$ cat src/rtl/mem_axil_bridge.sv
// Merged single-port memory request -> one AXI4-Lite master transaction at a time.
// Optional MEM_AXIL_BRIDGE_ERR_EN adds sticky error reporting (err_o/err_addr_o/err_clr_i).
module mem_axil_bridge #(
    parameter int ADDR_W = 32,
    parameter int DATA_W = 32
) (
    input  logic                clk_i,
    input  logic                rst_i,
    input  logic                mem_rd_i,
    input  logic                mem_wr_i,
    input  logic [ADDR_W-1:0]   mem_addr_i,
    input  logic [DATA_W-1:0]   mem_data_i,
    output logic                mem_ready_o,
    output logic [DATA_W-1:0]   mem_data_o,
    output logic [ADDR_W-1:0]   m_axi_awaddr_o,
    output logic                m_axi_awvalid_o,
    input  logic                m_axi_awready_i,
    output logic [2:0]          m_axi_awprot_o,
    output logic [DATA_W-1:0]   m_axi_wdata_o,
    output logic [DATA_W/8-1:0] m_axi_wstrb_o,
    output logic                m_axi_wvalid_o,
    input  logic                m_axi_wready_i,
    input  logic [1:0]          m_axi_bresp_i,
    input  logic                m_axi_bvalid_i,
    output logic                m_axi_bready_o,
    output logic [ADDR_W-1:0]   m_axi_araddr_o,
    output logic                m_axi_arvalid_o,
    input  logic                m_axi_arready_i,
    output logic [2:0]          m_axi_arprot_o,
    input  logic [DATA_W-1:0]   m_axi_rdata_i,
    input  logic [1:0]          m_axi_rresp_i,
    input  logic                m_axi_rvalid_i,
    output logic                m_axi_rready_o
`ifdef MEM_AXIL_BRIDGE_ERR_EN
    ,
    output logic                err_o,
    output logic [ADDR_W-1:0]   err_addr_o,
    input  logic                err_clr_i
`endif
);

    typedef enum logic [2:0] {
        IDLE,
        RD_ADDR,
        RD_DATA,
        WR_REQ,
        WR_RESP,
        DONE
    } state_t;

    state_t            state;
    logic [ADDR_W-1:0] addr_q;
    logic [DATA_W-1:0] wdata_q;
    logic              aw_fin;
    logic              w_fin;
    logic              rd_err;

    // A channel counts as finished once its valid has already dropped or is handshaking now.
    assign aw_fin = !m_axi_awvalid_o || m_axi_awready_i;
    assign w_fin  = !m_axi_wvalid_o  || m_axi_wready_i;

    assign m_axi_awaddr_o = addr_q;
    assign m_axi_araddr_o = addr_q;
    assign m_axi_wdata_o  = wdata_q;
    assign m_axi_wstrb_o  = '1;
    assign m_axi_awprot_o = '0;
    assign m_axi_arprot_o = '0;

`ifdef MEM_AXIL_BRIDGE_ERR_EN
    logic wr_err;
    logic new_err;

    assign rd_err  = (state == RD_DATA) && m_axi_rvalid_i && (m_axi_rresp_i != 2'b00);
    assign wr_err  = (state == WR_RESP) && m_axi_bvalid_i && (m_axi_bresp_i != 2'b00);
    assign new_err = rd_err || wr_err;

    always_ff @(posedge clk_i or negedge rst_i) begin
        if (!rst_i) begin
            err_o      <= 1'b0;
            err_addr_o <= '0;
        end else if (new_err) begin
            err_o <= 1'b1;
            if (!err_o) begin
                err_addr_o <= addr_q;
            end
        end else if (err_clr_i) begin
            err_o <= 1'b0;
        end
    end
`else
    logic unused_resp;

    assign rd_err      = 1'b0;
    assign unused_resp = ^{m_axi_rresp_i, m_axi_bresp_i};
`endif

    always_ff @(posedge clk_i or negedge rst_i) begin
        if (!rst_i) begin
            state           <= IDLE;
            addr_q          <= '0;
            wdata_q         <= '0;
            mem_ready_o     <= 1'b0;
            mem_data_o      <= '0;
            m_axi_awvalid_o <= 1'b0;
            m_axi_wvalid_o  <= 1'b0;
            m_axi_bready_o  <= 1'b0;
            m_axi_arvalid_o <= 1'b0;
            m_axi_rready_o  <= 1'b0;
        end else begin
            mem_ready_o <= 1'b0;
            case (state)
                IDLE: begin
                    if (mem_wr_i) begin
                        addr_q          <= mem_addr_i;
                        wdata_q         <= mem_data_i;
                        m_axi_awvalid_o <= 1'b1;
                        m_axi_wvalid_o  <= 1'b1;
                        state           <= WR_REQ;
                    end else if (mem_rd_i) begin
                        addr_q          <= mem_addr_i;
                        m_axi_arvalid_o <= 1'b1;
                        state           <= RD_ADDR;
                    end
                end
                RD_ADDR: begin
                    if (m_axi_arready_i) begin
                        m_axi_arvalid_o <= 1'b0;
                        m_axi_rready_o  <= 1'b1;
                        state           <= RD_DATA;
                    end
                end
                RD_DATA: begin
                    if (m_axi_rvalid_i) begin
                        m_axi_rready_o <= 1'b0;
                        mem_data_o     <= rd_err ? '0 : m_axi_rdata_i;
                        mem_ready_o    <= 1'b1;
                        state          <= DONE;
                    end
                end
                WR_REQ: begin
                    if (aw_fin && w_fin) begin
                        m_axi_awvalid_o <= 1'b0;
                        m_axi_wvalid_o  <= 1'b0;
                        m_axi_bready_o  <= 1'b1;
                        state           <= WR_RESP;
                    end else begin
                        if (m_axi_awready_i) m_axi_awvalid_o <= 1'b0;
                        if (m_axi_wready_i)  m_axi_wvalid_o  <= 1'b0;
                    end
                end
                WR_RESP: begin
                    if (m_axi_bvalid_i) begin
                        m_axi_bready_o <= 1'b0;
                        mem_ready_o    <= 1'b1;
                        state          <= DONE;
                    end
                end
                DONE:    state <= IDLE;
                default: state <= IDLE;
            endcase
        end
    end

endmodule

$ cat config.mk
export PLATFORM = sky130hd
export DESIGN_NAME = mem_axil_bridge
export DESIGN_NICKNAME = d
export VERILOG_FILES = /design/src/rtl/mem_axil_bridge.sv
export SDC_FILE = /design/constraint.sdc
export NUM_CORES = 1
export LEC_CHECK = 0
export ABC_AREA = 1
export CAP_MARGIN = 15
export CORE_MARGIN = 4
export CORE_UTILIZATION = 39
export CTS_CLUSTER_SIZE = 30
export DETAILED_ROUTE_END_ITERATION = 10
export HOLD_SLACK_MARGIN = 0.08
export PLACE_DENSITY = 0.81
export SLEW_MARGIN = 15
export SYNTH_ARGS = -nofsm -noshare
export SYNTH_HDL_FRONTEND = slang
export SYNTH_SLANG_ARGS = --single-unit
$ cat constraint.sdc
create_clock -name clk_i -period 1.87 [get_ports clk_i]
set_input_delay 0.374 -clock clk_i [delete_from_list [all_inputs] [get_ports clk_i]]
set_output_delay 0.374 -clock clk_i [all_outputs]
set_load 0.005 [all_outputs]
# Word-level counts from Yosys, hierarchy flattened
# Cells that the tools add are included.
# classes
eq_ne	14
muxes	29
reduce_logical	20
# ops
op	n
$mux W32	2
$mux W3	6
$pmux W3 S5	1
$mux W1	14
$ne A2 B2 Y1 const B	7
$pmux W1 S2	6
$reduce_and A3 Y1	4
$reduce_bool A2 Y1	5
$ne A3 B3 Y1 const B	3
$eq A3 B2 Y1 const B	2
$reduce_and A2 Y1	3
$reduce_and A5 Y1	1
$reduce_and A4 Y1	1
$eq A3 B1 Y1 const B	1
$eq A3 B3 Y1 const B	1
$logic_not A3 Y1	1
$logic_not A1 Y1	2
$logic_or A1 B1 Y1	2
$logic_and A1 B1 Y1	1
# word_totals
regBits	105

# Depth between registers and ports, before layout
# Gate-level depths: netlist of run 1.
# logic_depth
word_depth	5
depth_mapped	9
mapped_depth_nobuf	9

# Least setup slack after synthesis of run 1
# No wires, ideal clock.
# synth_timing
path_type	reg-to-reg
start	register state[0]
end	register addr_q[0], in the netlist m_axi_araddr_o[0]
setup_ns	0.121
arrival_time_ns	1.284
path_slack_ns	0.465
path_stages_with_launch	7
synth_period_minus_slack_ns	1.405
cell_sequence	dfrtp_1 > clkbuf_1 > nor3_4 > o21ai_2 > clkbuf_1 > nand2_1 > o21ai_1
# synth_between
elab_chain_cells	2
# synth_rtl
element	line_no	source
start: declaration	51	state_t state;
start signal: assignment	99	state <= IDLE;
start signal: assignment	118	state <= WR_REQ;
start signal: assignment	122	state <= RD_ADDR;
$logic_not A3 Y1	111	case (state)
$reduce_and A2 Y1 (no source line)	n/a	
end signal: assignment	114	addr_q <= mem_addr_i;
end signal: assignment	120	addr_q <= mem_addr_i;
end: declaration	52	logic [ADDR_W-1:0] addr_q;
# No other way between the ends.
# A chain may end at the register's enable or synchronous reset.

# Worst setup path in the final report of run 1
# layout_timing
start	register addr_q[21], in the netlist m_axi_araddr_o[21]
end	output port m_axi_awaddr_o[21]
# layout_lines
element	line_no	source
end: declaration	15	output logic [ADDR_W-1:0] m_axi_awaddr_o,
# No word-level cell between the ends.

==> results_dict.tcl, run 1 <==
set metrics [dict create \
    initial_utilization_pct 40.7 \
    powerDensity_nw_per_um2 1590 \
    ys_warn_count 0 \
    die_area_um2 13300 \
    drc 0 \
    final.period_utilization_pct 87.1 \
    power.ir.vdd_worst_mv 0.800 \
    chipHeight_um 116 \
    grt_start_max_net_pins 106 \
    cts.sink_count 105 \
    tritoncts.num_buffers 9 \
    slowest_delay_ps 520 \
    critPathLaunchType "flop" \
    finalWeightedCongestion 0.792 \
    hold_viol 0 \
    global_route_wire_length_before_repair_mm 20.1 \
    synth.top_cell.area_share_pct 58.3 \
    design.final.nets 836 \
    chipWidth_um 116 \
    clk_pin_slew_worst_paths_ps 70 \
    tritoncts "done" \
    minimum_clock_period_after_layout_ps 1630 \
    clk_skew_ps 5.65 \
    clock_tree.htree_level_count 3 \
    max_slew.worst_pin.slew_ps 587 \
    vias_per_cell 4.65 \
    grt_overflow 0 \
    postCtsSetupRepairBufs 0 \
    total_routed_length_mm 12.8 \
    final_design_area_no_fill_um2 7110 \
    crit_path_top_delay_cell "sky130_fd_sc_hd__clkdlybuf4s50_1" \
    cts_hold_buffers 0 \
    portBuffers 238 \
    core_area_um2 11100 \
    max_cap_viol 0 \
    largest_cells_by_area_after_synthesis "sky130_fd_sc_hd__dfrtp_1, sky130_fd_sc_hd__nand2_1, sky130_fd_sc_hd__buf_4, sky130_fd_sc_hd__nand3_1, sky130_fd_sc_hd__inv_1" \
    routed-via-count 4049 \
    fin_util_pct 64.2 \
    syn_area_um2 4510 \
    sum_of_buffers_and_inverters_on_the_critical_path 1 \
    hpwl_after_detailed_placement_mm 9.79 \
    rows 38 \
    slew_violations 0 \
    worst-endpoint-arrival_ps 1250 \
    synth-seq-area-share_pct 58.3 \
    worstPathRequired_ps 1500 \
    synth.avg_cell_area_um2 8.58 \
    worstPathCellList "clkdlybuf4s50_1" \
    cp_top_family "buffers and inverters" \
    grt_pass1_vias 4074 \
    clock_tree.root_cell "sky130_fd_sc_hd__clkbuf_16" \
    antenna_diode_instance_count 0 \
    synthToLayoutAreaGrowth_pct 57.7 \
    antenna_violations_before_repair 0 \
    clock_insertion_delay_worst_skew_ps 340 \
    synth_seq_cells 105 \
    cell_taking_the_most_area_after_synthesis "sky130_fd_sc_hd__dfrtp_1" \
    min-delay-path-class "input pin to async pin" \
    number_of_library_cell_types_mapped_by_synthesis 18 \
    cts-resized-gates 0 \
    clockBufferDepth 2 \
    global_route.usage.total_pct 18.9 \
    critPathMaxFanout 3 \
    slew_headroom_pct 60.9 \
    synth_cells 525 \
    drt-initial-drc-count 240 \
    max_freq_mhz 614 \
    detailed_place.area_um2 6790 \
    rsz0062_at_grt "false" \
    drt_pre_antenna_iters 4 \
    finalSetupViolations 0 \
    postRouteAntennaNets 0 \
    crit_type "flop to output port" \
    ioPinCount 253 \
    design_power_total_w 0.0113 \
    critPathCaptureType "output port" \
    setup_tns_ps 0 \
    power.leakage_nw 3.49 \
    drive_above_1_share_pct 4.51 \
    status "completed" \
    wire_per_inst_um 14.7 \
]
cells in the mapped netlist:
cell type                  instances
sky130_fd_sc_hd__nand2_1         213
sky130_fd_sc_hd__dfrtp_1         105
sky130_fd_sc_hd__inv_1            44
sky130_fd_sc_hd__buf_4            42
sky130_fd_sc_hd__nand3_1          40
sky130_fd_sc_hd__o21ai_1          32
sky130_fd_sc_hd__buf_2            14
sky130_fd_sc_hd__clkbuf_1         10
sky130_fd_sc_hd__nor2_1            8
sky130_fd_sc_hd__o21ai_0           5
sky130_fd_sc_hd__a21oi_1           3
sky130_fd_sc_hd__conb_1            2
sky130_fd_sc_hd__inv_2             2
sky130_fd_sc_hd__buf_1             1
sky130_fd_sc_hd__nand3_2           1
sky130_fd_sc_hd__nand3b_1          1
sky130_fd_sc_hd__nor3_4            1
sky130_fd_sc_hd__o21ai_2           1
per-layer routing:
layer / vias up / routed length [um] / global-route usage, % / share of wire, %
li1: 1959 / - / - / -
met1: 1896 / 4720 / 21.4 / 37
met4: 0 / 230 / 6.34 / 1.8
met2: 177 / 6610 / 33.8 / 52
met5: - / 0 / 0 / 0
met3: 17 / 1250 / 6.01 / 9.8
state kept, by name (all words and copies together) (netlist names):
signal / flops
m_axi_araddr_o: 32
m_axi_arvalid_o: 1
m_axi_awvalid_o: 1
m_axi_bready_o: 1
m_axi_rready_o: 1
m_axi_wdata_o: 32
m_axi_wvalid_o: 1
mem_data_o: 32
mem_ready_o: 1
state: 3
final cells by class:
type                    instances  area [um^2]
clock buffers                  10          239
clock inverters                 5         80.1
fillers                       901         3970
inverters                      46          173
multi-input cells             315         1320
flip-flops and latches        105         2630
well taps                     140          175
repair buffers                250         2490
where the power goes:
part	internal (W)	leakage, nW	switching, W
clock network	0.00120	0.151	0.000821
registers	0.00333	1.30	0.000716
logic	0.00311	2.03	0.00210
kinds of logic (layout without fill, tap and decap cells):
group,Yosys count,in the layout,synth area share (%)
flip-flops,105,105,58.3
buffers and inverters,113,311,13.3
AND/OR/NAND/NOR,264,264,23.6
AO/OA/AOI/OAI,41,41,4.64
other,2,10,0.167
cells in the final DEF (no fill, tap or decap):
master                            count
sky130_fd_sc_hd__nand3_2              1
sky130_fd_sc_hd__clkdlybuf4s50_1    237
sky130_fd_sc_hd__conb_1              10
sky130_fd_sc_hd__clkinv_2             1
sky130_fd_sc_hd__o21ai_0              5
sky130_fd_sc_hd__nor2_1               8
sky130_fd_sc_hd__nand3b_1             1
sky130_fd_sc_hd__o21ai_1             32
sky130_fd_sc_hd__o21ai_4              1
sky130_fd_sc_hd__inv_1               44
sky130_fd_sc_hd__bufinv_16            2
sky130_fd_sc_hd__dfrtp_1            105
sky130_fd_sc_hd__clkinvlp_4           2
sky130_fd_sc_hd__nor3_4               1
sky130_fd_sc_hd__nand3_1             40
sky130_fd_sc_hd__nand2_1            213
sky130_fd_sc_hd__inv_2                2
sky130_fd_sc_hd__a21oi_1              3
sky130_fd_sc_hd__buf_12               2
sky130_fd_sc_hd__clkbuf_16            9
sky130_fd_sc_hd__buf_4               11
sky130_fd_sc_hd__clkbuf_8             1
through the flow:
| stage | setup slack, ps | cells | hold slack (ps) |
|---|---|---|---|
| CTS | 216 | 871 | 134 |
| global placement | 210 | 856 | 454 |
| detailed placement | 142 | 856 | 458 |
| finish | 241 | 871 | 83.9 |
| floorplan | 465 | 533 | 78.4 |
| global route | 186 | 871 | 147 |
final timing paths:
| check | startpoint | to | slack [ps] | cells after the start |
|---|---|---|---|---|
| min | rst_i | m_axi_araddr_o[14] | 80 | 2 |
| min reg2reg | m_axi_wdata_o[8] | m_axi_wdata_o[8] | 470 | 2 |
| min in group clk_i | m_axi_wdata_o[8] | m_axi_wdata_o[8] | 470 | 2 |
| max | m_axi_araddr_o[21] | m_axi_awaddr_o[21] | 240 | 1 |
| max in group asynchronous | rst_i | m_axi_araddr_o[27] | 1320 | 2 |
| max reg2reg | state[1] | m_axi_wdata_o[23] | 360 | 5 |
Note: power is estimated with default switching activity, not from simulation.
==> inputs of run 2 (changes only) <==
Settings changed: SKIP_CTS_REPAIR_TIMING from default to 1.
==> results of run 2 <==
The final DEF is identical to that of run 1; final timing and power are the same.
==> inputs of run 3 (changes only) <==
Settings changed: SLEW_MARGIN 15 to 25.
==> results of run 3 <==
The final DEF is identical to that of run 1; final timing and power are the same.
